==> src/rtl/serial_sub_pkg.sv <==
// ---------------------------------------------------------------------------
// serial_sub_pkg
// Shared definitions for the bit-serial subtractor:
//   - state_e       : controller states (IDLE / SHIFT / DONE)
//   - DEFAULT_WIDTH : default operand width
//   - calc_cnt_w()  : width of the bit counter for a given operand width
// ---------------------------------------------------------------------------
package serial_sub_pkg;

  typedef enum logic [1:0] {
    IDLE  = 2'd0,
    SHIFT = 2'd1,
    DONE  = 2'd2
  } state_e;

  localparam int DEFAULT_WIDTH = 5;

  // The counter must be able to hold the value WIDTH, hence WIDTH+1 codes.
  function automatic int calc_cnt_w(input int width);
    return $clog2(width + 1);
  endfunction

endpackage

==> src/rtl/serial_sub_cell.sv <==
// ---------------------------------------------------------------------------
// serial_sub_cell
// Purely combinational 1-bit full adder. The parent feeds it one operand bit
// pair per clock together with the registered carry.
// Ports:
//   x_i, y_i : operand bits
//   cin_i    : carry in
//   s_o      : sum bit
//   cout_o   : carry out (majority of the three inputs)
// ---------------------------------------------------------------------------
module serial_sub_cell (
  input  logic x_i,
  input  logic y_i,
  input  logic cin_i,
  output logic s_o,
  output logic cout_o
);

  assign s_o    = x_i ^ y_i ^ cin_i;
  assign cout_o = (x_i & y_i) | (x_i & cin_i) | (y_i & cin_i);

endmodule

==> src/rtl/serial_subtractor.sv <==
// ---------------------------------------------------------------------------
// serial_subtractor
// Bit-serial WIDTH-bit unsigned subtractor, D = A - B mod 2^WIDTH, computed
// LSB first as A + ~B + 1 with one full-adder cell and a registered carry.
// A start/done handshake talks to the upstream controller; one result per
// WIDTH+1 clocks, back-to-back starts accepted in the DONE cycle.
//
// Ports:
//   clk_i    : rising-edge clock
//   rst_i    : synchronous active-high reset
//   start_i  : request, sampled only in IDLE or DONE
//   a_i      : minuend, captured when start is accepted
//   b_i      : subtrahend, captured when start is accepted
//   busy_o   : high while bits are being shifted
//   done_o   : one-cycle pulse, d_o/bout_o valid from this cycle on
//   d_o      : difference, held until the next result or reset
//   bout_o   : borrow out, 1 iff A < B (unsigned)
//   ovf_o    : signed overflow of A - B (only with the macro below)
//
// Build option:
//   SERIAL_SUB_SIGNED_OVF_EN - when defined, adds ovf_o (carry into MSB XOR
//   carry out of MSB), updated together with d_o.
// ---------------------------------------------------------------------------
module serial_subtractor
  import serial_sub_pkg::*;
#(
  parameter int WIDTH = DEFAULT_WIDTH
) (
  input  logic             clk_i,
  input  logic             rst_i,
  input  logic             start_i,
  input  logic [WIDTH-1:0] a_i,
  input  logic [WIDTH-1:0] b_i,
  output logic             busy_o,
  output logic             done_o,
  output logic [WIDTH-1:0] d_o,
  output logic             bout_o
`ifdef SERIAL_SUB_SIGNED_OVF_EN
  ,
  output logic             ovf_o
`endif
);

  localparam int CNT_W = calc_cnt_w(WIDTH);

  // Controller
  state_e           state_q;
  state_e           state_d;
  logic             busy_q;
  logic             busy_d;
  logic             done_q;
  logic             done_d;
  logic             load_en;
  logic             shift_en;
  logic             last_bit;

  // Datapath
  logic [WIDTH-1:0] sa_q;
  logic [WIDTH-1:0] sb_q;
  // Only WIDTH-1 partial bits are ever stored: the final sum bit goes
  // straight into the result register together with the stored bits.
  logic [WIDTH-2:0] acc_q;
  logic             carry_q;
  logic [CNT_W-1:0] cnt_q;
  logic             sum;
  logic             cout;
  logic [WIDTH-1:0] acc_full;

  // Result registers
  logic [WIDTH-1:0] d_q;
  logic             bout_q;
`ifdef SERIAL_SUB_SIGNED_OVF_EN
  logic             ovf_q;
`endif

  assign last_bit = (cnt_q == CNT_W'(WIDTH - 1));

  serial_sub_cell u_cell (
    .x_i    (sa_q[0]),
    .y_i    (sb_q[0]),
    .cin_i  (carry_q),
    .s_o    (sum),
    .cout_o (cout)
  );

  // Current sum bit on top of the bits collected so far.
  assign acc_full = {sum, acc_q};

  // State register plus registered busy/done flags decoded from next state.
  always_ff @(posedge clk_i) begin
    if (rst_i) begin
      state_q <= IDLE;
      busy_q  <= 1'b0;
      done_q  <= 1'b0;
    end else begin
      state_q <= state_d;
      busy_q  <= busy_d;
      done_q  <= done_d;
    end
  end

  // Next-state logic.
  always_comb begin
    state_d = state_q;
    case (state_q)
      IDLE: begin
        if (start_i) state_d = SHIFT;
        else         state_d = IDLE;
      end
      SHIFT: begin
        if (last_bit) state_d = DONE;
        else          state_d = SHIFT;
      end
      DONE: begin
        if (start_i) state_d = SHIFT;
        else         state_d = IDLE;
      end
      default: state_d = IDLE;
    endcase
  end

  // Controller outputs: datapath enables and next values of busy/done.
  always_comb begin
    load_en  = 1'b0;
    shift_en = 1'b0;
    case (state_q)
      IDLE:    load_en  = start_i;
      DONE:    load_en  = start_i;
      SHIFT:   shift_en = 1'b1;
      default: begin
        load_en  = 1'b0;
        shift_en = 1'b0;
      end
    endcase
    busy_d = (state_d == SHIFT);
    done_d = (state_d == DONE);
  end

  // Operand shift registers, carry and bit counter.
  always_ff @(posedge clk_i) begin
    if (rst_i) begin
      sa_q    <= {WIDTH{1'b0}};
      sb_q    <= {WIDTH{1'b0}};
      acc_q   <= {(WIDTH-1){1'b0}};
      carry_q <= 1'b0;
      cnt_q   <= {CNT_W{1'b0}};
    end else if (load_en) begin
      sa_q    <= a_i;
      sb_q    <= ~b_i;
      acc_q   <= {(WIDTH-1){1'b0}};
      carry_q <= 1'b1;               // the "+1" of the two's complement
      cnt_q   <= {CNT_W{1'b0}};
    end else if (shift_en) begin
      sa_q    <= {1'b0, sa_q[WIDTH-1:1]};
      sb_q    <= {1'b0, sb_q[WIDTH-1:1]};
      acc_q   <= acc_full[WIDTH-1:1];
      carry_q <= cout;
      cnt_q   <= cnt_q + CNT_W'(1);
    end
  end

  // Result capture on the last shift so d/bout are valid during the done
  // pulse; they then hold until the next result or reset.
  always_ff @(posedge clk_i) begin
    if (rst_i) begin
      d_q    <= {WIDTH{1'b0}};
      bout_q <= 1'b0;
`ifdef SERIAL_SUB_SIGNED_OVF_EN
      ovf_q  <= 1'b0;
`endif
    end else if (shift_en && last_bit) begin
      d_q    <= acc_full;
      bout_q <= ~cout;               // no carry out means a borrow occurred
`ifdef SERIAL_SUB_SIGNED_OVF_EN
      // carry_q is the carry into the MSB cell on this last bit.
      ovf_q  <= carry_q ^ cout;
`endif
    end
  end

  assign busy_o = busy_q;
  assign done_o = done_q;
  assign d_o    = d_q;
  assign bout_o = bout_q;
`ifdef SERIAL_SUB_SIGNED_OVF_EN
  assign ovf_o  = ovf_q;
`endif

endmodule

==> config.mk <==
export PLATFORM = sky130hd
export DESIGN_NAME = serial_subtractor
export DESIGN_NICKNAME = d
export VERILOG_FILES = /design/src/rtl/serial_sub_pkg.sv /design/src/rtl/serial_sub_cell.sv /design/src/rtl/serial_subtractor.sv
export SDC_FILE = /design/constraint.sdc
export NUM_CORES = 1
export LEC_CHECK = 0
export ABC_AREA = 1
export CAP_MARGIN = 20
export CORE_MARGIN = 2
export CORE_UTILIZATION = 46
export CTS_CLUSTER_DIAMETER = 50
export DETAILED_ROUTE_END_ITERATION = 10
export PLACE_DENSITY = 0.82
export SLEW_MARGIN = 40
export SYNTH_ARGS = -nofsm -noshare
export SYNTH_HDL_FRONTEND = slang
export SYNTH_SLANG_ARGS = --single-unit
==> constraint.sdc <==
create_clock -name clk_i -period 1.3 [get_ports clk_i]
set_input_delay 0.13 -clock clk_i [delete_from_list [all_inputs] [get_ports clk_i]]
set_output_delay 0.13 -clock clk_i [all_outputs]
set_load 0.03 [all_outputs]
After elaboration in Yosys (flattened, before gate mapping):

Index checks and enable logic that the tools add are counted.

* reductions and logical operators: 5
* equality and inequality tests: 5
* multiplexer cells: 11
* bitwise logic cells: 9
* $add $sub $neg: 1

Operators with widths (number)
* 5-bit 2-to-1 mux: 4
* 1-bit 2-to-1 mux: 5
* 5-bit inverter: 1
* 2-bit by 1-bit == test with 1-bit output (second input constant): 2
* 2-bit == test (second input constant): 2
* 2-bit one-hot mux with 2 select lines: 1
* 2-bit OR reduction: 2
* 3-bit by 1-bit adder with 3-bit output (second input constant): 1
* 1-bit bitwise AND: 3
* 3-bit == test (second input constant): 1
* 2-bit logical NOT: 1
* 2-bit 2-to-1 mux: 1
* 1-bit bitwise OR: 2
* 2-bit nonzero test: 1
* 1-bit XOR: 2
* 1-bit logical AND: 1
* 1-bit inverter: 1

* bits of input ports: 13
* word-level logic and storage cells: 41
* register bits after elaboration: 28

Logic depth before layout (Yosys ltp):

Gate-level depths: netlist of the first run.

* depth after elaboration: 5
* mapped depth: 8

Modules after synthesis:

Synthesis of the first run repeated with hierarchy kept, for this count alone.

* cells, all modules: 158
* area, all modules: 1182.4 sq um

By module, submodules not included
* serial_subtractor: seq. area each 560.5 sq um, times used 1, area an instance 1162.4 sq um, cells each 157
* serial_sub_cell: seq. area each 0.0 sq um, times used 1, area an instance 20.0 sq um, cells each 1

Least setup slack after synthesis of the first run:

No wires, ideal clock.

* path type: reg-to-reg
* start: register carry_q
* end: register acc_q[3]
* setup time: 0.070 ns
* arrival time: 1.221 ns
* period minus slack after synthesis: 1.291 ns
* buffers on the path: 0
* slack: 0.009 ns
* stages on the path, launching flop included: 5
* required time: 1.230 ns
* path through: dfxtp_1 inv_1 fa_1 or2_2 a21oi_1

* word-level cells in the longest chain between the ends: 1

RTL lines
* start, declared: line serial_subtractor.sv:63 `logic carry_q;`
* start signal, assigned: line serial_subtractor.sv:157 `carry_q <= cout;`
* 1-bit XOR: line serial_sub_cell.sv:19 `assign s_o = x_i ^ y_i ^ cin_i;`
* end signal, assigned: line serial_subtractor.sv:144 `acc_q <= {(WIDTH-1){1'b0}};`
* end signal, assigned: line serial_subtractor.sv:150 `acc_q <= {(WIDTH-1){1'b0}};`
* end signal, assigned: line serial_subtractor.sv:156 `acc_q <= acc_full[WIDTH-1:1];`
* end, declared: line serial_subtractor.sv:62 `logic [WIDTH-2:0] acc_q;`

No other way between the ends.
A chain may end at the register's enable or synchronous reset.

Final worst setup path of the first run:

* start: register sa_q[0]
* end: register acc_q[3]

* word-level cells in the longest chain between the ends: 2

RTL lines
* start, declared: line serial_subtractor.sv:58 `logic [WIDTH-1:0] sa_q;`
* start signal, assigned: line serial_subtractor.sv:142 `sa_q <= {WIDTH{1'b0}};`
* start signal, assigned: line serial_subtractor.sv:148 `sa_q <= a_i;`
* start signal, assigned: line serial_subtractor.sv:154 `sa_q <= {1'b0, sa_q[WIDTH-1:1]};`
* 1-bit XOR (2 in a row): line serial_sub_cell.sv:19

No other way between the ends.

==> summary.txt, run 1 <==
Run
  – MaxCap Viol Count: 0

Yosys
  – Synth Cell Area: between 1000 and 1500 µm²
  – Post-synthesis mux area share: 0%
  – Seq cells post-synth: 28
  – Top FF cell, synth: dfxtp_1
  – Cells after Synth: 160
  – Post-Synth Adder-Cell Area: under 10%
  – Synth async-reset ratio: 0%
  – Warnings, synthesis: 0
  – Distinct cells, synth: 24
  – Post-synthesis sequential area ratio: 45.9%
  – Mean post-synth cell area: 7.64 µm²
  – EDFF count, synth: 0
  – Post-synthesis compound-gate area fraction: ~7.2%
  – Largest family of logic cells by synthesized area: simple AND/OR/NAND/NOR gates
  – Mapped Nets: between 150 and 200
  – XOR/XNOR Fraction of Synth Area: 0%
  – Synth Area in Simple Gates: approximately 35%

Drt
  – DR pass1 iterations: 4
  – Wirelength per Cell: 11.9 µm
  – Vias per std cell: ~5
  – Via count: ~1100
  – Drc violations: 0
  – Total Wirelength: between 2000 and 3000 µm
  – Antenna-violating nets left: 0
  – Initial DRC Count: 46

STA
  – Slew Limit Fails: 0
  – Final hold vios: 0
  – Minimum clock period: ~1.3 ns
  – RSZ-0062 raised after global routing: yes
  – Post-Route Setup TNS: -0.0224 ns
  – Final period util: 102%
  – Slew headroom: around four fifths
  – Post-route clock skew: 0.00710 ns
  – Tightest Pin Transition: 0.307 ns
  – Slack of the critical path: -0.0224 ns
  – Final setup fails: 1
  – Fmax: roughly 760 MHz

Pwr
  – VDD IR max: about 0.00086 V
  – PwrDens: around 1200 nW/µm²
  – Total power: approximately 1.8 mW
  – Static leakage: 0.694 nW

Layout
  – Commonest non-fill, non-tap cells in the layout: nand2_1 (31), dfxtp_1 (26), nor2_1 (23)
  – Final nets: between 200 and 250
  – Antenna diode count: 0
  – Multi-input gate area: roughly 560 µm²
  – Fin util: roughly three fifths
  – Share of cells above drive strength 1: between 10% and 20%
  – Area grow syn2layout: 25.8%
  – Most common cell after layout, fill and taps aside: nand2_1
  – Layout filler cell count: 220
  – Register area: 563 µm²
  – Non-Filler Instances: between 200 and 250

Outcome
  – Failing checks: negative setup slack
  – Status: finished with violations

Critical path
  – Max stage delay cell, worst path: fa_1
  – CP Cell Sequence: inv_2, fa_1, or2_4, a21oi_2
  – Top Family by Delay on Critical Path: adder cells
  – R2r startpoint: sa_q[0]
  – Setup CP Type: flop to flop
  – CP Capture Type: flop
  – Reg2reg setup slack: -0.02 ns
  – Critical path origin: sa_q[0]
  – CP Max Fanout: 2
  – Required @ worst endpoint: about 1.6 ns
  – Worst Setup Start Kind: flop
  – CP max stage delay: 0.51 ns
  – Worst Path Buf+Inv: 1
  – Critical path arrival: approximately 1.6 ns

CTS
  – CTS tree: done
  – CTS Root Cell: clkbuf_4
  – CTS Buf Count: 3
  – Htree depth: 1
  – Reg clk slew, reported paths: between 0.15 and 0.2 ns
  – Max Buffers Root-to-Sink: 2
  – Clk sinks: 28
  – Skew-Pair Late Insertion Delay: 0.33 ns

Die
  – CORE AREA: 2500 µm²
  – Initial core utilization: 48.9%
  – Die ar.: 3090 µm²
  – Horiz. Die Dim: about 56 µm
  – Die height: 55.6 µm
  – IO Pins: 21
  – Row cnt: 18

Global routing
  – Gr ovfl total: 0
  – Largest net degree at the start of global routing: 17
  – Tot GR Track Use: around 17%
  – Vias in the first global route: 1088
  – Global-route wire length before repair: 4370 µm
  – Initial antenna violation count: 0

Worst hold path
  – Worst hold start: a_i[4]
  – Hold Path Class: primary input to flop

Place
  – Cell count after placement: around 210
  – Dpl ws: -0.0776 ns
  – Final HPWL DP: ~2000 µm
  – GPL Wtd Cong: 0.805
  – I/O Buffers: 20
==> cell families (layout without fill, tap and decap cells) <==
group | after synthesis | in the layout
adder cells (fa/ha/maj) | 3 | 3
flip-flops | 28 | 28
AO/OA/AOI/OAI | 17 | 17
buffers and inverters | 23 | 50
AND/OR/NAND/NOR | 89 | 89
==> per-layer routing <==
layer  track usage (%)  wire (µm)  share of wire (%)  vias up
met1              19.6       1140                 44      498
li1                  -          -                  -      564
met3              3.75        108                4.2        6
met4              7.32         38                1.5        0
met2              31.0       1280                 50       26
met5                 0          0                  0        -
==> power by group <==
part	total, mW	internal (mW)	switching (mW)
sequential	0.926	0.899	0.0267
combinational	0.267	0.122	0.145
clock	0.576	0.312	0.264
==> cells in the mapped netlist, drive strengths merged (2+ instances only) <==
| library cell | instances | area [µm²] |
|---|---|---|
| nand3 | 14 | 70.1 |
| inv | 18 | 70.1 |
| nand2 | 37 | 156 |
| dfxtp | 28 | 561 |
| nor3 | 7 | 40.0 |
| buf | 5 | 36.3 |
| nand3b | 3 | 22.5 |
| ha | 2 | 25.0 |
| o21ai | 5 | 25.0 |
| a21oi | 11 | 55.1 |
| nor2 | 26 | 115 |
==> tightest hold or removal path, delay by kind of cell <==
| family | cells | cell delay (ns) |
|---|---|---|
| simple gates | 2 | 0.19 |
| buf+inv | 1 | 0.39 |
==> area by class of cell <==
class	count	area share (%)
tap	30	2.44
multi-input combinational	109	36.7
sequential	28	36.6
clock buffer	3	1.46
clock inverter	1	1.95
inverter	18	4.56
timing repair buffer	28	16.3
==> what timing repair did <==
action | in CTS | in global routing
setup endpoints to repair | 9 | 10
hold buffers | 0 | 0
setup buffers | 1 | 1
pin swaps | 2 | 1
gates cloned | 0 | 0
gates resized for setup | 13 | 1
==> metrics by stage <==
stage	area [µm²]	hold slack [ns]
CTS	1530	0.414
finish	1540	0.407
floorplan	1220	0.314
global route	1540	0.441
detailed placement	1470	0.461
global placement	1470	0.458
==> sequential cells by signal, summed over array words and instances, names as in the netlist <==
register,count
busy_o,1
bout_o,1
state_q,2
sb_q,5
d_o,5
carry_q,1
done_o,1
acc_q,4
sa_q,5
cnt_q,3
==> path summary, 6_finish.rpt <==
check	end	depth (start not counted)
setup reg to reg	acc_q[3]	4
hold / removal	sa_q[4]	3
setup / recovery	acc_q[3]	4
hold reg to reg	d_o[1]	2
Power figures use the tool's default switching activity.
==> run 2, diff against run 1 <==
Settings changed: CAP_MARGIN 20 to 15.
==> results of run 2 <==
The final DEF is identical to that of run 1; final timing and power are the same.
==> run 3, diff against run 2 <==
Settings changed: CORE_ASPECT_RATIO from default to 1.5.
==> run 3 against run 2 <==
The flow now finishes without violations. Maximum frequency rose by 3.1%. Total power fell by 0.45%. Critical endpoint unchanged. Cell area fell by 0.57%.
==> summary.txt, run 3 (synthesized netlist as in run 1, its figures left out) <==
CTS
  – Max Buffers Root-to-Sink: 2
  – Skew-Pair Late Insertion Delay: about 0.33 ns
  – Clk sinks: 28
  – CTS Root Cell: clkbuf_4
  – CTS tree: done
  – CTS Buf Count: 3
  – Reg clk slew, reported paths: between 0.15 and 0.2 ns
  – Htree depth: 1

STA
  – Final period util: around 99%
  – Post-Route Setup TNS: 0 ns
  – Slew Limit Fails: 0
  – Minimum clock period: ~1.3 ns
  – Post-route clock skew: around 0.014 ns
  – Final setup fails: 0
  – Tightest Pin Transition: 0.302 ns
  – Slew headroom: about four fifths
  – Final hold vios: 0
  – Fmax: roughly 780 MHz

Die
  – Horiz. Die Dim: approximately 46 µm
  – IO Pins: 21
  – Die ar.: slightly above 3000 µm²
  – Row cnt: 22
  – CORE AREA: ~2500 µm²
  – Initial core utilization: between 40% and 50%
  – Die height: 67.1 µm

Pwr
  – Cell Int Power: around 1.3 mW
  – Clock power frac: about 32%
  – Net Switching: ~0.43 mW
  – Static leakage: roughly 0.69 nW
  – Sequential Power Share: a little over half
  – PwrDens: about 1200 nW/µm²
  – Switching part of the total: about a quarter
  – VDD IR max: 0.000585 V
  – Comb power frac: between 15 and 20%

Run
  – MaxCap Viol Count: 0

Global routing
  – Gr ovfl total: 0
  – Global-route wire length before repair: roughly 4200 µm
  – Initial antenna violation count: 0
  – Largest net degree at the start of global routing: 17
  – Vias in the first global route: 1076
  – Tot GR Track Use: roughly 18%

Critical path
  – Worst Setup Start Kind: flop
  – CP max stage delay: 0.50 ns
  – CP Max Fanout: 2
  – R2R depth: 4
  – CP Capture Type: flop
  – Required @ worst endpoint: 1.58 ns
  – CP Cell Sequence: inv_1, fa_1, or2_4, a21oi_2
  – Max stage delay cell, worst path: fa_1
  – Setup CP Type: flop to flop
  – Critical path arrival: between 1.5 and 2 ns

Layout
  – Register area: about 560 µm²
  – Layout filler cell count: 219
  – Antenna diode count: 0
  – Share of cells above drive strength 1: between 15 and 20%
  – Area grow syn2layout: 25.1%
  – Final Instance Area: approximately 1500 µm²
  – Non-Filler Instances: between 200 and 250
  – Most common cell after layout, fill and taps aside: nand2_1
  – Final nets: 204
  – Fin util: around 62%
  – Multi-input gate area: roughly 560 µm²
  – Commonest non-fill, non-tap cells in the layout: nand2_1 (32), dfxtp_1 (25), nor2_1 (23)

Drt
  – Drc violations: 0
  – Initial DRC Count: 39
  – Total Wirelength: 2350 µm
  – Wirelength per Cell: 11.1 µm
  – Via count: 1079
  – Antenna-violating nets left: 0
  – Vias per std cell: 5.11
  – DR pass1 iterations: 4

Place
  – GPL Wtd Cong: approximately 0.85
  – Cell count after placement: about 200
  – I/O Buffers: 20
  – DP Area: approximately 1500 µm²
  – Final HPWL DP: roughly 1800 µm

Outcome
  – Status: complete, no violations

Worst hold path
  – Hold depth: 3
  – Hold Path Class: primary input to flop
==> run 3: cell counts in the layout (fill, tap and decap cells not counted) <==
Identical to the previous run, type by type.
==> run 3: what timing repair did <==
| item | 4_1_cts | 5_1_grt |
|---|---|---|
| buffers inserted | 0 | 1 |
| hold buffers | 0 | 0 |
| resized for setup | 11 | 2 |
| setup endpoints to repair | 9 | 3 |
| pin swaps | 0 | 3 |
| cloned | 0 | 0 |
==> run 3: metal layers <==
metal / up-vias / part of all wire, % / global-route usage (%) / routed length, µm
met1: 497 / 44 / 20.0 / 1030
met5: - / 0 / 0 / 0
met3: 2 / 2.9 / 2.41 / 69
met4: 0 / 0.68 / 8.57 / 16
met2: 21 / 52 / 31.4 / 1230
li1: 559 / - / - / -
==> run 3: layout make-up <==
type,count,share of cell area (%)
multi-input combinational,109,36.7
clock inverter,1,1.96
clock buffer,3,1.47
sequential,28,36.9
timing repair buffer,28,16.4
inverter,18,4.58
tap,24,1.96
==> run 3: final timing paths <==
path	end	startpoint	slack, ns
worst max-delay path	acc_q[3]	sa_q[0]	0.02
worst min register to register	d_o[1]	acc_q[1]	0.48
worst min-delay path	sa_q[4]	a_i[4]	0.42
worst max register to register	acc_q[3]	sa_q[0]	0.02
==> run 3: worst max-delay path: cells and delay by family, from the launching register on <==
family	cells	cell delay (ns)
adder cells (fa/ha/maj)	1	0.50
AO/OA/AOI/OAI	1	0.10
buffers and inverters	1	0.05
flip-flops	1	0.35
AND/OR/NAND/NOR	1	0.24
==> run 3: power by group through the flow <==
stage | logic (mW) | clock network (mW) | registers, mW
after detailed placement | 0.251 | 0 | 0.941
after floorplan | 0.171 | 0 | 0.936
after CTS | 0.256 | 0.577 | 0.923
after global placement | 0.243 | 0 | 0.939
final | 0.267 | 0.570 | 0.924
after global routing | 0.299 | 0.603 | 0.928
==> run 3: through the flow <==
step / hold slack [ns] / power, mW / worst slack, ns
after global placement: 0.452 / 1.18 / -0.00372
after global routing: 0.454 / 1.83 / -0.0236
after detailed placement: 0.458 / 1.19 / -0.0300
after floorplan: 0.314 / 1.11 / 0.00910
final: 0.422 / 1.76 / 0.0177
after CTS: 0.410 / 1.76 / 0.00137
